File: src/rtl/uart_pkg.sv
// Shared definitions for the UART receive path: FSM state encoding and line constants.
// Combinational definitions only; no latency or backpressure of its own.
package uart_pkg;

   typedef enum logic [2:0] {
      ST_IDLE   = 3'd0,
      ST_START  = 3'd1,
      ST_DATA   = 3'd2,
      ST_PARITY = 3'd3,
      ST_STOP   = 3'd4,
      ST_BREAK  = 3'd5
   } rx_state_t;

   localparam int   OVERSAMPLE_DEF = 16;
   localparam logic LINE_IDLE      = 1'b1;

endpackage

File: src/rtl/uart_rx_fifo.sv
// First-word fall-through byte buffer; rdata shows the head entry while not empty, push-to-visible is 1 clock.
// Backpressure: a push into a full FIFO is dropped unless a pop happens in the same cycle.
module uart_rx_fifo #(
   parameter int WIDTH = 8,
   parameter int DEPTH = 4
) (
   input  logic             clk,
   input  logic             rst,
   input  logic             push,
   input  logic             pop,
   input  logic [WIDTH-1:0] wdata,
   output logic [WIDTH-1:0] rdata,
   output logic             full,
   output logic             empty
);

   localparam int AW = $clog2(DEPTH);
   localparam logic [AW:0] FULL_CNT = (AW+1)'(DEPTH);

   logic [WIDTH-1:0] mem_q [DEPTH];
   logic [AW-1:0]    wptr_q, rptr_q;
   logic [AW:0]      cnt_q;
   logic             do_push, do_pop;

   assign empty   = (cnt_q == '0);
   assign full    = (cnt_q == FULL_CNT);
   assign do_pop  = pop & ~empty;
   assign do_push = push & (~full | do_pop);
   // Gate the head so the output is a clean zero whenever nothing is buffered.
   assign rdata   = empty ? '0 : mem_q[rptr_q];

   always_ff @(posedge clk or posedge rst) begin
      if (rst) begin
         wptr_q <= '0;
         rptr_q <= '0;
         cnt_q  <= '0;
      end else begin
         if (do_push) wptr_q <= wptr_q + 1'b1;
         if (do_pop)  rptr_q <= rptr_q + 1'b1;
         case ({do_push, do_pop})
            2'b10:   cnt_q <= cnt_q + 1'b1;
            2'b01:   cnt_q <= cnt_q - 1'b1;
            default: cnt_q <= cnt_q;
         endcase
      end
   end

   always_ff @(posedge clk) begin
      if (do_push) mem_q[wptr_q] <= wdata;
   end

endmodule

File: src/rtl/uart_rx_ctrl.sv
// UART receiver: sync + 16x oversampling + bit FSM + FWFT byte FIFO; m_valid rises 1 clock after the stop sample.
// Backpressure via m_ready; a good byte arriving to a full FIFO is dropped with overrun_err. Parity via UART_RX_PARITY_EN.
module uart_rx_ctrl
   import uart_pkg::*;
#(
   parameter int CLK_DIV    = 27,
   parameter int OVERSAMPLE = OVERSAMPLE_DEF,
   parameter int FIFO_DEPTH = 4
) (
   input  logic       clk,
   input  logic       rst,
   input  logic       uart_rx,
   input  logic       en,
   input  logic       err_clr,
   output logic [7:0] m_data,
   output logic       m_valid,
   input  logic       m_ready,
   output logic       rx_busy,
   output logic       framing_err,
   output logic       overrun_err,
   output logic       parity_err
);

   localparam int DIV_W = (CLK_DIV > 1) ? $clog2(CLK_DIV) : 1;
   localparam int TC_W  = $clog2(OVERSAMPLE);
   localparam logic [DIV_W-1:0] DIV_LAST = DIV_W'(CLK_DIV - 1);
   localparam logic [TC_W-1:0]  TC_HALF  = TC_W'(OVERSAMPLE / 2 - 1);
   localparam logic [TC_W-1:0]  TC_LAST  = TC_W'(OVERSAMPLE - 1);

   logic             sync1_q, sync2_q, rxs;
   logic [DIV_W-1:0] div_q, div_d;
   logic             tick;
   rx_state_t        state_q, state_d;
   logic [TC_W-1:0]  tcnt_q, tcnt_d;
   logic [2:0]       bidx_q, bidx_d;
   logic [7:0]       shift_q, shift_d;
   logic             fe_q, fe_d, oe_q, oe_d;
   logic             set_fe, set_oe;
   logic             push, pop, fifo_full, fifo_empty, frame_ok;

   always_ff @(posedge clk or posedge rst) begin
      if (rst) begin
         sync1_q <= LINE_IDLE;
         sync2_q <= LINE_IDLE;
      end else begin
         sync1_q <= uart_rx;
         sync2_q <= sync1_q;
      end
   end
   assign rxs = sync2_q;

   assign tick  = (div_q == DIV_LAST);
   assign div_d = tick ? '0 : div_q + 1'b1;

`ifdef UART_RX_PARITY_EN
   logic par_bad_q, par_bad_d, set_pe, pe_q, pe_d;
   assign frame_ok   = ~par_bad_q;
   assign pe_d       = set_pe | (pe_q & ~err_clr);
   assign parity_err = pe_q;
`else
   assign frame_ok   = 1'b1;
   assign parity_err = 1'b0;
`endif

   always_comb begin
      state_d = state_q;
      tcnt_d  = tcnt_q;
      bidx_d  = bidx_q;
      shift_d = shift_q;
      push    = 1'b0;
      set_fe  = 1'b0;
      set_oe  = 1'b0;
`ifdef UART_RX_PARITY_EN
      par_bad_d = par_bad_q;
      set_pe    = 1'b0;
`endif
      if (!en) begin
         state_d = ST_IDLE;
      end else if (tick) begin
         case (state_q)
            ST_IDLE: begin
               if (!rxs) begin
                  state_d = ST_START;
                  tcnt_d  = '0;
               end
            end
            ST_START: begin
               if (tcnt_q == TC_HALF) begin
                  tcnt_d  = '0;
                  bidx_d  = '0;
                  state_d = rxs ? ST_IDLE : ST_DATA;
               end else begin
                  tcnt_d = tcnt_q + 1'b1;
               end
            end
            ST_DATA: begin
               if (tcnt_q == TC_LAST) begin
                  shift_d[bidx_q] = rxs;
                  tcnt_d = '0;
                  bidx_d = bidx_q + 3'd1;
                  if (bidx_q == 3'd7) begin
`ifdef UART_RX_PARITY_EN
                     state_d = ST_PARITY;
`else
                     state_d = ST_STOP;
`endif
                  end
               end else begin
                  tcnt_d = tcnt_q + 1'b1;
               end
            end
`ifdef UART_RX_PARITY_EN
            ST_PARITY: begin
               if (tcnt_q == TC_LAST) begin
                  tcnt_d    = '0;
                  state_d   = ST_STOP;
                  par_bad_d = ^{shift_q, rxs};
                  set_pe    = par_bad_d;
               end else begin
                  tcnt_d = tcnt_q + 1'b1;
               end
            end
`endif
            ST_STOP: begin
               if (tcnt_q == TC_LAST) begin
                  tcnt_d = '0;
                  if (rxs) begin
                     state_d = ST_IDLE;
                     if (frame_ok) begin
                        if (fifo_full && !pop) set_oe = 1'b1;
                        else                   push   = 1'b1;
                     end
                  end else begin
                     set_fe  = 1'b1;
                     state_d = ST_BREAK;
                  end
               end else begin
                  tcnt_d = tcnt_q + 1'b1;
               end
            end
            // Held-low line after a bad stop must go high before a new start is armed.
            ST_BREAK: begin
               if (rxs) state_d = ST_IDLE;
            end
            default: state_d = ST_IDLE;
         endcase
      end
   end

   assign fe_d = set_fe | (fe_q & ~err_clr);
   assign oe_d = set_oe | (oe_q & ~err_clr);

   always_ff @(posedge clk or posedge rst) begin
      if (rst) begin
         div_q   <= '0;
         state_q <= ST_IDLE;
         tcnt_q  <= '0;
         bidx_q  <= '0;
         shift_q <= '0;
         fe_q    <= 1'b0;
         oe_q    <= 1'b0;
      end else begin
         div_q   <= div_d;
         state_q <= state_d;
         tcnt_q  <= tcnt_d;
         bidx_q  <= bidx_d;
         shift_q <= shift_d;
         fe_q    <= fe_d;
         oe_q    <= oe_d;
      end
   end

`ifdef UART_RX_PARITY_EN
   always_ff @(posedge clk or posedge rst) begin
      if (rst) begin
         par_bad_q <= 1'b0;
         pe_q      <= 1'b0;
      end else begin
         par_bad_q <= par_bad_d;
         pe_q      <= pe_d;
      end
   end
`endif

   assign pop         = m_valid & m_ready;
   assign m_valid     = ~fifo_empty;
   assign rx_busy     = (state_q != ST_IDLE);
   assign framing_err = fe_q;
   assign overrun_err = oe_q;

   uart_rx_fifo #(
      .WIDTH (8),
      .DEPTH (FIFO_DEPTH)
   ) u_fifo (
      .clk   (clk),
      .rst   (rst),
      .push  (push),
      .pop   (pop),
      .wdata (shift_q),
      .rdata (m_data),
      .full  (fifo_full),
      .empty (fifo_empty)
   );

endmodule

File: config.mk
export PLATFORM = sky130hd
export DESIGN_NAME = uart_rx_ctrl
export DESIGN_NICKNAME = d
export VERILOG_FILES = /design/src/rtl/uart_pkg.sv /design/src/rtl/uart_rx_fifo.sv /design/src/rtl/uart_rx_ctrl.sv
export SDC_FILE = /design/constraint.sdc
export NUM_CORES = 1
export LEC_CHECK = 0
export ABC_AREA = 1
export CORE_MARGIN = 1
export CORE_UTILIZATION = 59
export CTS_CLUSTER_DIAMETER = 50
export DETAILED_ROUTE_END_ITERATION = 8
export GPL_TIMING_DRIVEN = 0
export HOLD_SLACK_MARGIN = 0.12
export PLACE_DENSITY_LB_ADDON = 0.1
export SYNTH_ARGS = -nofsm -noshare
export SYNTH_HDL_FRONTEND = slang
export SYNTH_SLANG_ARGS = --single-unit
File: constraint.sdc
create_clock -name clk -period 2.9 [get_ports clk]
set_input_delay 0.435 -clock clk [delete_from_list [all_inputs] [get_ports clk]]
set_output_delay 0.435 -clock clk [all_outputs]
set_load 0.02 [all_outputs]
==> flow_metrics.py <==
metrics = {
    "outcome": {
        "status": "complete, no violations",
    },
    "setup_path": {
        "r2r_end": "u_fifo.cnt_q[2]$_DFFE_PP0P_",
        "path_max_fanout": 9,
        "rr_worst_depth": 13,
        "start_kind": "flip-flop",
        "r2r_start": "div_q[0]$_DFF_PP0_",
        "rrSetupSlack_ns": 0.48,
        "worstPathArrival_ns": 2.28,
        "critPathCaptureType": "primary output",
        "worstPathRequired_ns": 2.47,
        "worstSetupPathType": "flip-flop to primary output",
        "crit_start": "u_fifo.rptr_q[1]$_DFFE_PP0P_",
    },
    "sta": {
        "grt_setup_unrepaired": "no",
        "maxSlewViolCount": 0,
        "finalHoldViolations": 0,
        "clock_skew_ns": 0.008386,
        "setup_viol": 0,
        "worst_slew_pin_slew_ns": 0.7772,
        "max_slew_margin": 0.4800,
        "period_share": 0.9351,
        "post-route-min-period_ns": 2.712,
        "fmaxAchievable_mhz": 368.8,
        "fin_setup_tns_ns": 0,
    },
    "detailed_routing": {
        "drt-total-wl_mm": 5.706,
        "dr_total_vias": 2305,
        "avgViaCountPerCell": 5.239,
        "drtPass1Iterations": 4,
        "dr_wl_met3_um": 221,
        "drtIter0Drc": 131,
        "drcViolationCount": 0,
        "ant_nets": 0,
        "drt-met1-wl_mm": 2.414,
        "wl_met2_mm": 2.939,
        "drt-wirelength-per-cell_um": 12.97,
        "top_layer": "met4",
    },
    "synth": {
        "ys_seq_elements": 66,
        "syn_nets": 355,
        "synth.distinct_cells": 39,
        "synth-seq-area-share": 0.5539,
        "synth_flop_cell": "edfxtp_1",
        "async_flop_share": 0.5152,
        "yosysWarningCount": 0,
        "synth_edf_count": 32,
        "avgSynthCellArea_um2": 9.691,
        "synthCells": 338,
        "syn_area_um2": 3276,
    },
    "final_layout": {
        "layout-drive-gt1-share": 0.1541,
        "seqCellArea_um2": 1814,
        "area_growth_pct": 12.95,
        "diodes": 0,
        "final_cells": 440,
        "layout.nets": 382,
        "multi_input_area_um2": 1282,
        "final_cell_mix": "nor2_1, nand2_1, dfrtp_1, edfxtp_1, inv_1",
        "fill_cells": 388,
        "final_common_cell": "nor2_1",
    },
    "flow_run": {
        "maxCapViolations": 0,
    },
    "clock_network": {
        "clock_latency_ns": 0.33,
        "post-cts-setup-buffers": 0,
        "clkTransAtPathRegs_ns": 0.07,
        "clk_path_buf_depth": 2,
        "cts_hold_buffers": 0,
        "cts_root_buf": "clkbuf_8",
        "h-tree-depth": 3,
        "cts.sinks": 66,
        "cts_tree": "done",
        "cts_buffers": 9,
    },
    "power": {
        "combinationalPowerShare": 0.308,
        "switching_share": 0.3345,
        "ir_drop_v": 0.0003766,
        "power_switching_mw": 0.8218,
        "p_total_mw": 2.457,
        "pwr-share-seq": 0.425,
        "power_per_cell_area_nw_per_um2": 664.1,
        "internal-power_mw": 1.635,
        "p_clk_frac": 0.267,
        "leakagePower_nw": 1.574,
    },
    "die": {
        "initial_utilization": 0.6254,
        "die_x_um": 76.51,
        "die_y_um": 76.51,
        "ios": 19,
        "rows": 26,
        "coreArea_um2": 5238,
        "die-area_um2": 5854,
    },
    "worst_hold_path": {
        "hold_depth": 0,
        "hold_start": "sync1_q$_DFF_PP1_",
        "hp-class": "flip-flop to flip-flop",
        "min_to": "rxs$_DFF_PP1_",
    },
    "placement": {
        "placed_cells": 425,
        "place.gp.congestion": 0.9044,
        "numPortBuffers": 17,
        "hpwl_mm": 4.011,
    },
    "grt": {
        "grt_pass1_vias": 2211,
        "grt_pass1_wl_mm": 9.984,
        "grt_max_degree": 35,
        "grt_overflow_total": 0,
        "antenna_found_initial": 0,
        "track_usage": 0.2248,
    },
}
synthesized netlist by cell type (2+ instances only):
master    number  area [µm²]
a21oi_1       11       55.05
nor2_4         3       33.78
nand2_2        3       18.77
dfrtp_1       32       800.8
nand3_1       18       90.09
inv_2          4       15.01
ha_1          10       125.1
edfxtp_1      32       960.9
xor2_1         5       43.79
o31ai_2        4       50.05
xnor2_1        3       26.28
o21ai_0       23       115.1
buf_6          2       22.52
o21ai_1        5       25.02
o21ai_2        4       35.03
o31ai_1        2       15.01
nor2_1        59       221.5
inv_1         27       101.4
o22ai_1        2       12.51
nand2_1       56       210.2
dfstp_2        2       52.55
buf_2          4       20.02
nand4_1        5       31.28
nor2_2         7       43.79
routing by layer:
metal / GRT usage / vias to the layer above
met2: 0.3793 / 60
met1: 0.2653 / 1048
met4: 0.1192 / 0
met5: 0 / -
met3: 0.05509 / 15
li1: - / 1182
critical path: stages, from the launching register on:
cell and delay [ns]:
dfrtp_1 0.32, buf_2 0.22, clkinv_1 0.32, nor2_1 0.22
o21ai_0 0.11, a21oi_1 0.15, clkdlybuf4s50_1 0.62
how the worst max path moves through the flow:
stage | cells after the start | to
final | 6 | m_data[2]
after global routing | 6 | m_data[2]
after CTS | 6 | m_data[1]
after detailed placement | 11 | u_fifo.cnt_q[2]$_DFFE_PP0P_
after global placement | 6 | u_fifo.mem_q[0][4]$_DFFE_PP_
after floorplan | 13 | u_fifo.cnt_q[2]$_DFFE_PP0P_
per-stage QoR:
step	hold slack (ns)	worst slack [ns]	instance area [µm²]	util
finish	0.3584	0.1882	3700	0.7064
global route	0.3642	0.06230	3700	0.7064
CTS	0.3594	0.1156	3704	0.7071
detailed placement	0.3494	0.2532	3533	0.6746
global placement	0.3483	0.2375	3533	0.6746
floorplan	0.3452	0.7757	3276	-
state kept, by name, summed over array words and instances (netlist names):
register	flops
u_fifo.mem_q	32
shift_q	8
div_q	5
tcnt_q	4
bidx_q	3
state_q	3
u_fifo.cnt_q	3
u_fifo.rptr_q	2
u_fifo.wptr_q	2
framing_err	1
overrun_err	1
rxs	1
sync1_q	1
logic make-up (layout without fill, tap and decap cells):
kind of cell / Yosys count / after routing / synth area share
simple gates: 158 / 158 / 0.2235
buf+inv: 41 / 73 / 0.05462
flops: 66 / 66 / 0.5539
compound gates: 53 / 53 / 0.1012
fa+ha+maj: 11 / 11 / 0.04431
xor+xnor: 8 / 8 / 0.02139
other cells: 1 / 1 / 0.001145
power groups by stage:
stage                     clock [mW]  sequential (mW)  combinational, mW
after floorplan                    0             1.06              0.494
after global placement             0             1.06              0.736
after detailed placement           0             1.06              0.767
after CTS                      0.672             1.04              0.771
after global routing           0.715             1.05              0.847
final                          0.656             1.04              0.758
area by class of cell:
| type | instances | area share |
|---|---|---|
| Sequential cell | 66 | 0.4904 |
| Multi-Input combinational cell | 231 | 0.3466 |
| Buffer | 7 | 0.01353 |
| Tap cell | 70 | 0.02367 |
| Clock inverter | 6 | 0.01150 |
| Timing Repair Buffer | 17 | 0.04599 |
| Inverter | 33 | 0.03382 |
| Clock buffer | 10 | 0.03449 |
repair_timing:
item | in CTS | in global routing
hold endpoints to repair | 0 | 0
setup endpoints to repair | 0 | 7
gates resized for setup | 0 | 0
(Power assumes the default switching activity.)
